--- src/rtl/seg_value_ctrl.sv ---
// Binary-to-3-digit 7-segment converter: sequential double-dabble (one step per clock), then encode.
// Patterns are active-low {dp,g..a}; outputs hold until the ENCODE edge, which also pulses upd_done.
module seg_value_ctrl #(
  parameter int VAL_W    = 10,
  parameter bit BLANK_LZ = 1'b1
) (
  input  logic             clk,
  input  logic             rst,
  input  logic             in_valid,
  output logic             in_ready,
  input  logic [VAL_W-1:0] in_value,
  input  logic [1:0]       in_dp,
  output logic [7:0]       seg_data_0,
  output logic [7:0]       seg_data_1,
  output logic [7:0]       seg_data_2,
  output logic             busy,
  output logic             upd_done
);

  localparam int CNT_W = $clog2(VAL_W);

  typedef enum logic [1:0] {S_IDLE, S_SHIFT, S_ENCODE} state_t;

  state_t              r_state;
  state_t              w_next;
  logic [VAL_W-1:0]    r_val;
  logic [11:0]         r_bcd;
  logic [CNT_W-1:0]    r_cnt;
  logic [1:0]          r_dp;
  logic                r_ovf;
  logic [7:0]          r_seg0, r_seg1, r_seg2;
  logic                r_upd;
  logic [11:0]         w_adj;
  logic [12+VAL_W-1:0] w_sh;
  logic [7:0]          w_pat0, w_pat1, w_pat2;

  function automatic logic [7:0] f_seg(input logic [3:0] d);
    case (d)
      4'd0:    f_seg = 8'hC0;
      4'd1:    f_seg = 8'hF9;
      4'd2:    f_seg = 8'hA4;
      4'd3:    f_seg = 8'hB0;
      4'd4:    f_seg = 8'h99;
      4'd5:    f_seg = 8'h92;
      4'd6:    f_seg = 8'h82;
      4'd7:    f_seg = 8'hF8;
      4'd8:    f_seg = 8'h80;
      4'd9:    f_seg = 8'h90;
      default: f_seg = 8'hFF;
    endcase
  endfunction

  always_ff @(posedge clk) begin
    if (rst) r_state <= S_IDLE;
    else     r_state <= w_next;
  end

  always_comb begin
    w_next = r_state;
    case (r_state)
      S_IDLE:   if (in_valid) w_next = S_SHIFT;
      S_SHIFT:  if (r_cnt == CNT_W'(VAL_W - 1)) w_next = S_ENCODE;
      S_ENCODE: w_next = S_IDLE;
      default:  w_next = S_IDLE;
    endcase
  end

  always_comb begin
    in_ready = (r_state == S_IDLE);
    busy     = ~in_ready;
  end

  // Add-3 on every nibble >= 5 before the shift, all nibbles in parallel
  always_comb begin
    w_adj = r_bcd;
    for (int i = 0; i < 3; i++) begin
      if (r_bcd[i*4 +: 4] >= 4'd5) w_adj[i*4 +: 4] = r_bcd[i*4 +: 4] + 4'd3;
    end
    w_sh = {w_adj, r_val} << 1;
  end

  always_comb begin
    w_pat0 = f_seg(r_bcd[11:8]);
    w_pat1 = f_seg(r_bcd[7:4]);
    w_pat2 = f_seg(r_bcd[3:0]);
    if (BLANK_LZ && (r_bcd[11:8] == 4'd0)) begin
      w_pat0 = 8'hFF;
      if (r_bcd[7:4] == 4'd0) w_pat1 = 8'hFF;
    end
    if (r_ovf) begin
      w_pat0 = 8'hBF;
      w_pat1 = 8'hBF;
      w_pat2 = 8'hBF;
    end
    case (r_dp)
      2'd1:    w_pat0[7] = 1'b0;
      2'd2:    w_pat1[7] = 1'b0;
      2'd3:    w_pat2[7] = 1'b0;
      default: ;
    endcase
  end

  always_ff @(posedge clk) begin
    if (rst) begin
      r_val  <= '0;
      r_bcd  <= '0;
      r_cnt  <= '0;
      r_dp   <= '0;
      r_ovf  <= 1'b0;
      r_seg0 <= 8'hFF;
      r_seg1 <= 8'hFF;
      r_seg2 <= 8'hFF;
      r_upd  <= 1'b0;
    end else begin
      r_upd <= 1'b0;
      case (r_state)
        S_IDLE: if (in_valid) begin
          r_val <= in_value;
          r_dp  <= in_dp;
          r_ovf <= (32'(in_value) > 32'd999);
          r_bcd <= '0;
          r_cnt <= '0;
        end
        S_SHIFT: begin
          r_bcd <= w_sh[12+VAL_W-1:VAL_W];
          r_val <= w_sh[VAL_W-1:0];
          r_cnt <= r_cnt + 1'b1;
        end
        S_ENCODE: begin
          r_seg0 <= w_pat0;
          r_seg1 <= w_pat1;
          r_seg2 <= w_pat2;
          r_upd  <= 1'b1;
        end
        default: ;
      endcase
    end
  end

  assign seg_data_0 = r_seg0;
  assign seg_data_1 = r_seg1;
  assign seg_data_2 = r_seg2;
  assign upd_done   = r_upd;

endmodule

--- config.mk ---
export PLATFORM = sky130hd
export DESIGN_NAME = seg_value_ctrl
export DESIGN_NICKNAME = d
export VERILOG_FILES = /design/src/rtl/seg_value_ctrl.sv
export SDC_FILE = /design/constraint.sdc
export NUM_CORES = 1
export LEC_CHECK = 0
export CAP_MARGIN = 20
export CORE_MARGIN = 5
export CORE_UTILIZATION = 30
export CTS_CLUSTER_SIZE = 24
export DETAILED_ROUTE_END_ITERATION = 10
export GPL_ROUTABILITY_DRIVEN = 0
export PLACE_DENSITY = 0.58
export SKIP_CTS_REPAIR_TIMING = 1
export SLEW_MARGIN = 10
export SYNTH_ARGS = -nofsm -noshare
export SYNTH_HDL_FRONTEND = slang
export SYNTH_SLANG_ARGS = --single-unit
export TNS_END_PERCENT = 50
--- constraint.sdc ---
create_clock -name clk -period 2.05 [get_ports clk]
set_input_delay 0.205 -clock clk [delete_from_list [all_inputs] [get_ports clk]]
set_output_delay 0.205 -clock clk [all_outputs]
set_load 0.03 [all_outputs]
# After elaboration in Yosys (flattened, before gate mapping)
# Memory sizes are Yosys's and may differ from the RTL's. A register that Yosys moved wholly into a read port is not among the register bits.
# Index checks and enable logic that the tools add are counted.
totals:
  word_cells: 65
  reg_bits: 56
  mem_count: 3
  rom_bits: 336
  in_bits: 15
mem_list:
  columns: ["name", "words", "word_bits", "read_ports", "rd_clocked_by_memory_dff", "wr", "line_no", "text"]
  rows:
  - ["(no name shown)", 16, 7, 1, 1, 0, "38", "case (d)"]
  - ["(no name shown)", 16, 7, 1, 1, 0, "38", null]
  - ["(no name shown)", 16, 7, 1, 1, 0, "38", null]
classes:
  n_bitwise: 1
  n_eq_ne: 8
  order_cmp: 4
  add_sub_neg: 4
  reduce_logical: 7
  mux: 28
ops:
  columns: ["cell", "count"]
  rows:
  - ["8-bit 2-to-1 mux", 6]
  - ["4-bit 2-to-1 mux", 9]
  - ["12-bit one-hot mux with 2 select lines", 1]
  - ["10-bit one-hot mux with 2 select lines", 1]
  - ["4-bit by 3-bit greater-or-equal comparator with 1-bit output, second input constant", 3]
  - ["12-bit 2-to-1 mux", 1]
  - ["10-bit greater-than comparator, second input constant", 1]
  - ["10-bit 2-to-1 mux", 1]
  - ["4-bit by 2-bit adder with 4-bit output, second input constant", 2]
  - ["4-bit zero test", 2]
  - ["4-bit one-hot mux with 2 select lines", 1]
  - ["2-bit == test, second input constant", 3]
  - ["2-bit AND reduction", 3]
  - ["4-bit by 1-bit adder with 4-bit output, second input constant", 1]
  - ["2-bit by 1-bit == test with 1-bit output, second input constant", 2]
  - ["4-bit == test, second input constant", 1]
  - ["1-bit 2-to-1 mux", 4]
  - ["2-bit 2-to-1 mux", 2]
  - ["2-bit inequality test, second input constant", 2]
  - ["2-bit one-hot mux with 2 select lines", 1]
  - ["3-bit by 2-bit adder with 3-bit output, second input constant", 1]
  - ["3-bit 2-to-1 mux", 1]
  - ["2-bit zero test", 1]
  - ["2-bit nonzero test", 1]
  - ["1-bit inverter", 1]

# Logic depth before layout (Yosys ltp)
# Gate-level depths: netlist (run 1).
depth:
  ltp_word: 5
  depth_mapped: 11
  mapped_depth_nobuf: 11

# Worst setup path before layout (run 1)
# Ideal clock, no wire load.
synth_path:
  path_kind: "register to register"
  startpoint: "register r_bcd[4]"
  endpoint: "register (tool-made name)"
  setup_ns: 0.117
  stages_incl_launch_ff: 11
  path_slack_ns: -0.153
  required_time_ns: 1.933
  arrival_ns: 2.086
  cell_sequence: "dfxtp_1 -> inv_1 -> ha_1 -> nor2b_1 -> o2111ai_1 -> a31oi_1 -> inv_1 -> ha_1 -> nor3_1 -> or3_1 -> a22o_1"
synth_rtl:
  columns: ["item", "line_no", "text"]
  rows:
  - ["from (decl)", "27", "logic [11:0] r_bcd;"]
  - ["from (signal assigned)", "125", "r_bcd <= w_sh[12+VAL_W-1:VAL_W];"]

==> summary.md, run 1 <==
| Metric | Value |
|---|---|
| Clock Tree Buf Depth | `2` |
| Number of global-route vias before repair | `3393` |
| Slowest stage delay, CP | `around 360 ps` |
| Ratio of cells with drive above 1 in the final layout | `0.305` |
| Most used DFF post-synth | `dfxtp_1` |
| Critical path, cell by cell | `inv_4, ha_4, nand2b_4, nor3b_2, o21ai_2, a21oi_2, inv_2, ha_4, nor3_1, or3_1, a22o_1` |
| I/O pin cnt | `42` |
| Placed cell areas | `4820 sq um` |
| Commonest non-fill, non-tap cell in the layout | `dfxtp_1` |
| Hold Path Class | `reg2reg` |
| CTS tree | `done` |
| DR vias | `3443` |
| Sw frac | `0.232` |
| H-Tree Depth | `3` |
| WHS Path Cells | `2` |
| Worst Path Buf+Inv | `2` |
| Crit path arrival time | `2290 ps` |
| Outcome | `finished with violations` |
| Yosys warns | `0` |
| Worst setup EP type | `flop` |
| Final wirelength | `9980 microns` |
| Initial core utilization | `0.308` |
| Clk_lat worst skew | `340 ps` |
| Area occupied by multi-input gates | `2230 sq um` |
| Largest net degree at the start of global routing | `24` |
| Worst slack at placement | `-193 ps` |
| Critical path type | `reg2reg` |
| Die extent in y | `121 microns` |
| Site row count | `40` |
| Max-slew violations | `0` |
| Fmax | `0.488 GHz` |
| Syn Area/Cell | `8.68 sq um` |
| First-pass GRT wire length | `around 16000 microns` |
| Non-filler cells, final | `703` |
| Design area | `around 5500 sq um` |
| Max capacitance violation total | `0` |
| Antenna diode count | `0` |
| Post-synthesis cell area | `3720 sq um` |
| Unrepaired setup endpoints after global routing | `yes` |
| Endpoints failing setup | `1` |
| Slowest CP cell | `dfxtp_2` |
| Hold WS | `440 ps` |
| Port bufs | `41` |
| Die Width | `121 microns` |
| Mapped Cells | `428` |
| # clock sinks | `77` |
| Synth Register Bits | `77` |
| Sequential Power Share | `0.438` |
| Power per Cell Area | `647 nW/um^2` |
| Number of flops mapped to enable cells by yosys | `0` |
| Net count reported at finish | `568` |
| Root Buffer | `clkbuf_16` |
| Vias/cell | `around 4.9` |
| Final Cycle Share | `1.00` |
| Area grow syn2layout | `46.7%` |
| Most frequent cells in the layout | `70 x dfxtp_1, 66 x buf_4, 42 x nand2_1, 39 x clkdlybuf4s50_1, 34 x nor2_1` |
| Global Route Usage Sum | `0.137` |
| Power Internal | `around 2700 uW` |
| Clock power frac | `0.490` |
| Most used cell, CP | `ha_4` |
| Placed Instances | `slightly below 700` |
| Critical path fanouts, max | `3` |
| Final Hold Viols | `0` |
| Pleak | `roughly 0.0022 uW` |
| DRC viols | `0` |
| Worst Path Required | `2290 ps` |
| CTS clk-pin slew, worst paths | `60 ps` |
| DP Wirelength | `between 7000 and 8000 microns` |
| Violated checks | `setup timing` |
| Number of CTS-inserted buffers | `9` |
| Least-Margin Pin Slew | `520 ps` |
| WP depth | `11` |
| TritonRoute pass-1 iters | `4` |
| ANT nets after route | `0` |
| Seq/Total Area, Yosys | `0.415` |
| Worst setup SP type | `flop` |
| GRT overflow | `0` |
| Final core utilization | `0.452` |
| Wire length per cell | `14.2 microns` |
| Worst r2r path cells | `11` |
| Comb pwr share | `0.072` |
| Yosys cell types | `66` |
| Worst R2R Setup Slack | `-0.8 ps` |
| Tmin final | `2050 ps` |
| Fillers | `1151` |
| Delay-heaviest family, CP | `simple AND/OR/NAND/NOR gates` |
| Ys async rst share | `0` |
| Worst slew margin | `0.653` |
| CORE AREA | `approximately 12000 sq um` |
| Post-Syn Nets | `between 400 and 500` |
| Initial antenna violation count | `0` |
| Clock Skews | `8.68 ps` |
| Flip-flop and latch area | `around 1600 sq um` |
| Fin worst setup slack | `-0.818 ps` |
| Peak VDD IR | `between 0.4 and 0.5 mV` |
| Initial DRC count | `223` |
| Die Area | `14700 sq um` |
| Psw | `818 uW` |
cell families (layout without fill, tap and decap cells):
kind of cell,count (synthesis),in the layout,share of synthesized area
simple gates,138,138,0.183
buf+inv,60,167,0.0636
compound gates,126,126,0.251
fa+ha+maj,23,23,0.0774
xor+xnor,2,2,0.00471
mux,2,2,0.00539
flops,77,77,0.415
path summary, 6_finish.rpt:
path	from	to
setup reg to reg	r_bcd[1]	flop
setup / recovery	r_bcd[1]	flop
hold reg to reg	flop	seg_data_0[5]
hold / removal	flop	seg_data_0[5]
routing by layer:
layer / wire, microns / GRT usage
met1: 4270 / 0.158
met2: 5260 / 0.246
met3: 262 / 0.0252
met4: 187 / 0.0546
met5: 0 / 0
metrics by stage:
| stage | TNS (ps) | total power [uW] |
|---|---|---|
| after detailed placement | -2350 | 1820 |
| after global routing | -453 | 3660 |
| after floorplan | -28.4 | 1710 |
| after CTS | -744 | 3540 |
| final | -0.818 | 3530 |
| after global placement | -1630 | 1820 |
synthesized netlist by cell type, types with 3 or more instances:
master	number	area (sq um)
or3_1	4	25.0
o31ai_1	4	30.0
nand2b_1	4	25.0
o2111ai_1	3	26.3
inv_2	4	15.0
nor3b_1	4	30.0
dfxtp_1	77	1540
a311oi_1	5	43.8
o21ai_0	20	100
nor3_1	16	80.1
inv_1	35	131
nand4_1	5	31.3
a211oi_1	3	22.5
nand3_1	7	35.0
nor2_1	35	131
nand2_1	44	165
clkbuf_1	15	56.3
a221oi_1	7	61.3
a21oi_1	23	115
o22ai_1	20	125
o211ai_1	6	45.0
a31oi_1	4	25.0
ha_1	23	288
a21o_1	3	22.5
power by group through the flow:
stage               logic [uW]  registers, uW  clock network (uW)
floorplan                  137           1570                   0
global placement           241           1580                   0
detailed placement         246           1580                   0
CTS                        247           1550                1750
global route               280           1550                1830
finish                     255           1540                1730
worst register-to-register path: stages (launching register included):
cell and delay [ps]:
dfxtp_2 360, inv_4 60, ha_4 140, nand2b_4 130, nor3b_2 150, o21ai_2 180
a21oi_2 90, inv_2 100, ha_4 140, nor3_1 40, or3_1 350, a22o_1 210
area by class of cell:
class,instances,share of cell area
clock buffers,9,0.0413
flip-flops and latches,77,0.285
inverters,40,0.0294
well taps,168,0.0386
repair buffers,111,0.179
multi-input cells,291,0.408
clock inverters,7,0.0184
Note: power is estimated with default switching activity, not from simulation.
==> inputs of run 2 (changes only) <==
- CAP_MARGIN: 20 -> 10
- PLACE_DENSITY: 0.58 -> unset
- PLACE_DENSITY_LB_ADDON: unset -> 0.25
==> run 2 against run 1 <==
The run still ends with setup timing left. First-iteration DRC count fell by 27%. Largest cell class unchanged. Cell area fell by 1.2%. Count of clock-buffer cells in the layout rose by 2. Setup slack got worse by 19 ps. Via count rose by 0.44%. Final cell count rose by 0.28%. Global-route usage rose by 0.055 points. Core utilization fell by 0.56 points. Sequential power barely moved. Register-to-register slack got worse by 20 ps. Clock skew fell by 1.2 ps. Non-clock buffer count rose by 3.
==> summary.md, run 2 (synthesized netlist as in run 1, its figures left out) <==
| Metric | Value |
|---|---|
| Clock Tree Buf Depth | `2 (unchanged)` |
| Worst slew margin | `0.603 (was 0.653)` |
| Ratio of cells with drive above 1 in the final layout | `0.294 (was 0.305)` |
| Root Buffer | `clkbuf_16 (unchanged)` |
| Antenna diode count | `0 (unchanged)` |
| Setup tns final | `-29.1 ps (was -0.818 ps)` |
| Tmin final | `2070 ps (was 2050 ps)` |
| DRC viols | `0 (unchanged)` |
| Largest net degree at the start of global routing | `24 (unchanged)` |
| Max-slew violations | `0 (unchanged)` |
| Initial DRC count | `162 (was 223)` |
| Unrepaired setup endpoints after global routing | `yes (unchanged)` |
| Power per Cell Area | `599 nW/um^2 (was 647 nW/um^2)` |
| Total power draw | `3220 uW (was 3530 uW)` |
| Clock power frac | `0.443 (was 0.490)` |
| Initial core utilization | `0.308 (unchanged)` |
| Critical path fanouts, max | `5 (was 3)` |
| Number of global-route vias before repair | `3409 (was 3393)` |
| Die extent in y | `121 microns (unchanged)` |
| Peak VDD IR | `0.417 mV (was 0.408 mV)` |
| Number of CTS-inserted buffers | `9 (unchanged)` |
| Global Route Usage Sum | `0.137 (about the same)` |
| Fin worst setup slack | `-20.3 ps (was -0.818 ps)` |
| Fmax | `0.483 GHz (was 0.488 GHz)` |
| Sw frac | `0.240 (was 0.232)` |
| Sequential Power Share | `0.479 (was 0.438)` |
| Final Hold Viols | `0 (unchanged)` |
| Hold Path Class | `reg2reg (unchanged)` |
| Slowest CP cell | `dfxtp_4 (was dfxtp_2)` |
| DR vias | `3458 (was 3443)` |
| TritonRoute pass-1 iters | `4 (unchanged)` |
| Critical path type | `reg2reg (unchanged)` |
| Final wirelength | `10100 microns (was 9980 microns)` |
| Worst setup SP type | `flop (unchanged)` |
| Max capacitance violation total | `0 (unchanged)` |
| Die Area | `14700 sq um (unchanged)` |
| DP Wirelength | `7310 microns (was 7290 microns)` |
| Clock Skews | `7.46 ps (was 8.68 ps)` |
| # clock sinks | `77 (unchanged)` |
| Comb pwr share | `0.078 (was 0.072)` |
| I/O pin cnt | `42 (unchanged)` |
| Violated checks | `setup timing (unchanged)` |
| Commonest non-fill, non-tap cell in the layout | `dfxtp_1 (unchanged)` |
| Crit. Startpoint | `r_bcd[1] (unchanged)` |
| Worst R2R Setup Slack | `-20 ps (was -0.8 ps)` |
| Final Cycle Share | `1.01 (was 1.00)` |
| Site row count | `40 (unchanged)` |
| Endpoints failing setup | `2 (was 1)` |
| Most frequent cells in the layout | `71 x dfxtp_1, 70 x buf_4, 41 x nand2_1, 40 x clkdlybuf4s50_1, 35 x nor2_1 (was 70 x dfxtp_1, 66 x buf_4, 42 x nand2_1, 39 x clkdlybuf4s50_1, 34 x nor2_1)` |
| Area grow syn2layout | `44.8% (was 46.7%)` |
| CTS clk-pin slew, worst paths | `60 ps (about the same)` |
| Hold WS | `440 ps (about the same)` |
| Power Internal | `2450 uW (was 2710 uW)` |
| FF-to-FF Start | `r_bcd[1] (unchanged)` |
| Wire length per cell | `14.3 microns (was 14.2 microns)` |
| Vias/cell | `4.90 (about the same)` |
| Worst r2r path cells | `11 (unchanged)` |
| Slowest stage delay, CP | `370 ps (was 360 ps)` |
| CTS tree | `done (unchanged)` |
| Port bufs | `41 (unchanged)` |
| Initial antenna violation count | `0 (unchanged)` |
| H-Tree Depth | `3 (unchanged)` |
| CORE AREA | `12100 sq um (unchanged)` |
| Net count reported at finish | `571 (was 568)` |
| Clk_lat worst skew | `330 ps (was 340 ps)` |
| Worst setup EP type | `flop (unchanged)` |
| Outcome | `finished with violations (unchanged)` |
| Worst slack at placement | `-156 ps (was -193 ps)` |
| Final core utilization | `0.446 (was 0.452)` |
| Crit path arrival time | `2300 ps (was 2290 ps)` |
| Worst Path Required | `2280 ps (was 2290 ps)` |
| Least-Margin Pin Slew | `588 ps (was 520 ps)` |
| Die Width | `121 microns (unchanged)` |
| ANT nets after route | `0 (unchanged)` |
| First-pass GRT wire length | `16100 microns (was 16200 microns)` |
| Psw | `773 uW (was 818 uW)` |
| Pleak | `0.00219 uW (was 0.00222 uW)` |
| GRT overflow | `0 (unchanged)` |
| Critical path, cell by cell | `inv_6, ha_4, nand2b_4, nor3b_4, o21ai_2, a21oi_2, inv_2, ha_4, nor3_2, or3_1, a22o_1 (was inv_4, ha_4, nand2b_4, nor3b_2, o21ai_2, a21oi_2, inv_2, ha_4, nor3_1, or3_1, a22o_1)` |
| Most used cell, CP | `ha_4 (unchanged)` |
run 2: through the flow:
stage | cells | cell area (sq um)
global placement | 680 | 4780
floorplan | 428 | 3780
global route | 705 | 5380
CTS | 695 | 5040
detailed placement | 680 | 4780
finish | 705 | 5380
run 2: layer usage:
metal	GRT usage	share of wire	vias up
met5	0	0	-
met4	0.0553	0.024	0
met3	0.0326	0.033	21
met2	0.242	0.50	59
met1	0.158	0.44	1628
li1	-	-	1750
run 2: worst max-delay path, delay by kind of cell (launching register included):
family	cells	cell delay, ps
AOI/OAI and AO/OA	3	480
buffers and inverters	2	140
adders and majority gates	2	290
and+or+nand+nor	4	680
DFF	1	370
run 2: how the worst min path moves through the flow:
| stage | startpoint | endpoint | slack, ps | cells after the start |
|---|---|---|---|---|
| after floorplan | in_dp[0] | r_dp[0] | 340 | 2 |
| after global placement | flop | seg_data_0[2] | 420 | 2 |
| after detailed placement | flop | seg_data_0[2] | 430 | 2 |
| after CTS | in_dp[0] | r_dp[0] | 440 | 3 |
| after global routing | in_dp[0] | r_dp[0] | 440 | 3 |
| final | flop | seg_data_0[2] | 440 | 2 |
run 2: layout make-up:
cell class,count,area [sq um]
tap,168,210
timing repair buffer,114,972
sequential,77,1560
clock buffer,11,233
clock inverter,4,26.3
multi-input combinational,291,2220
inverter,40,165
fill,1166,6680
run 2: power by group through the flow:
stage,Sequential (uW),Clock (uW),Combinational [uW]
global route,1550,1520,277
floorplan,1570,0,137
global placement,1580,0,242
CTS,1550,1460,246
finish,1540,1430,253
detailed placement,1580,0,246
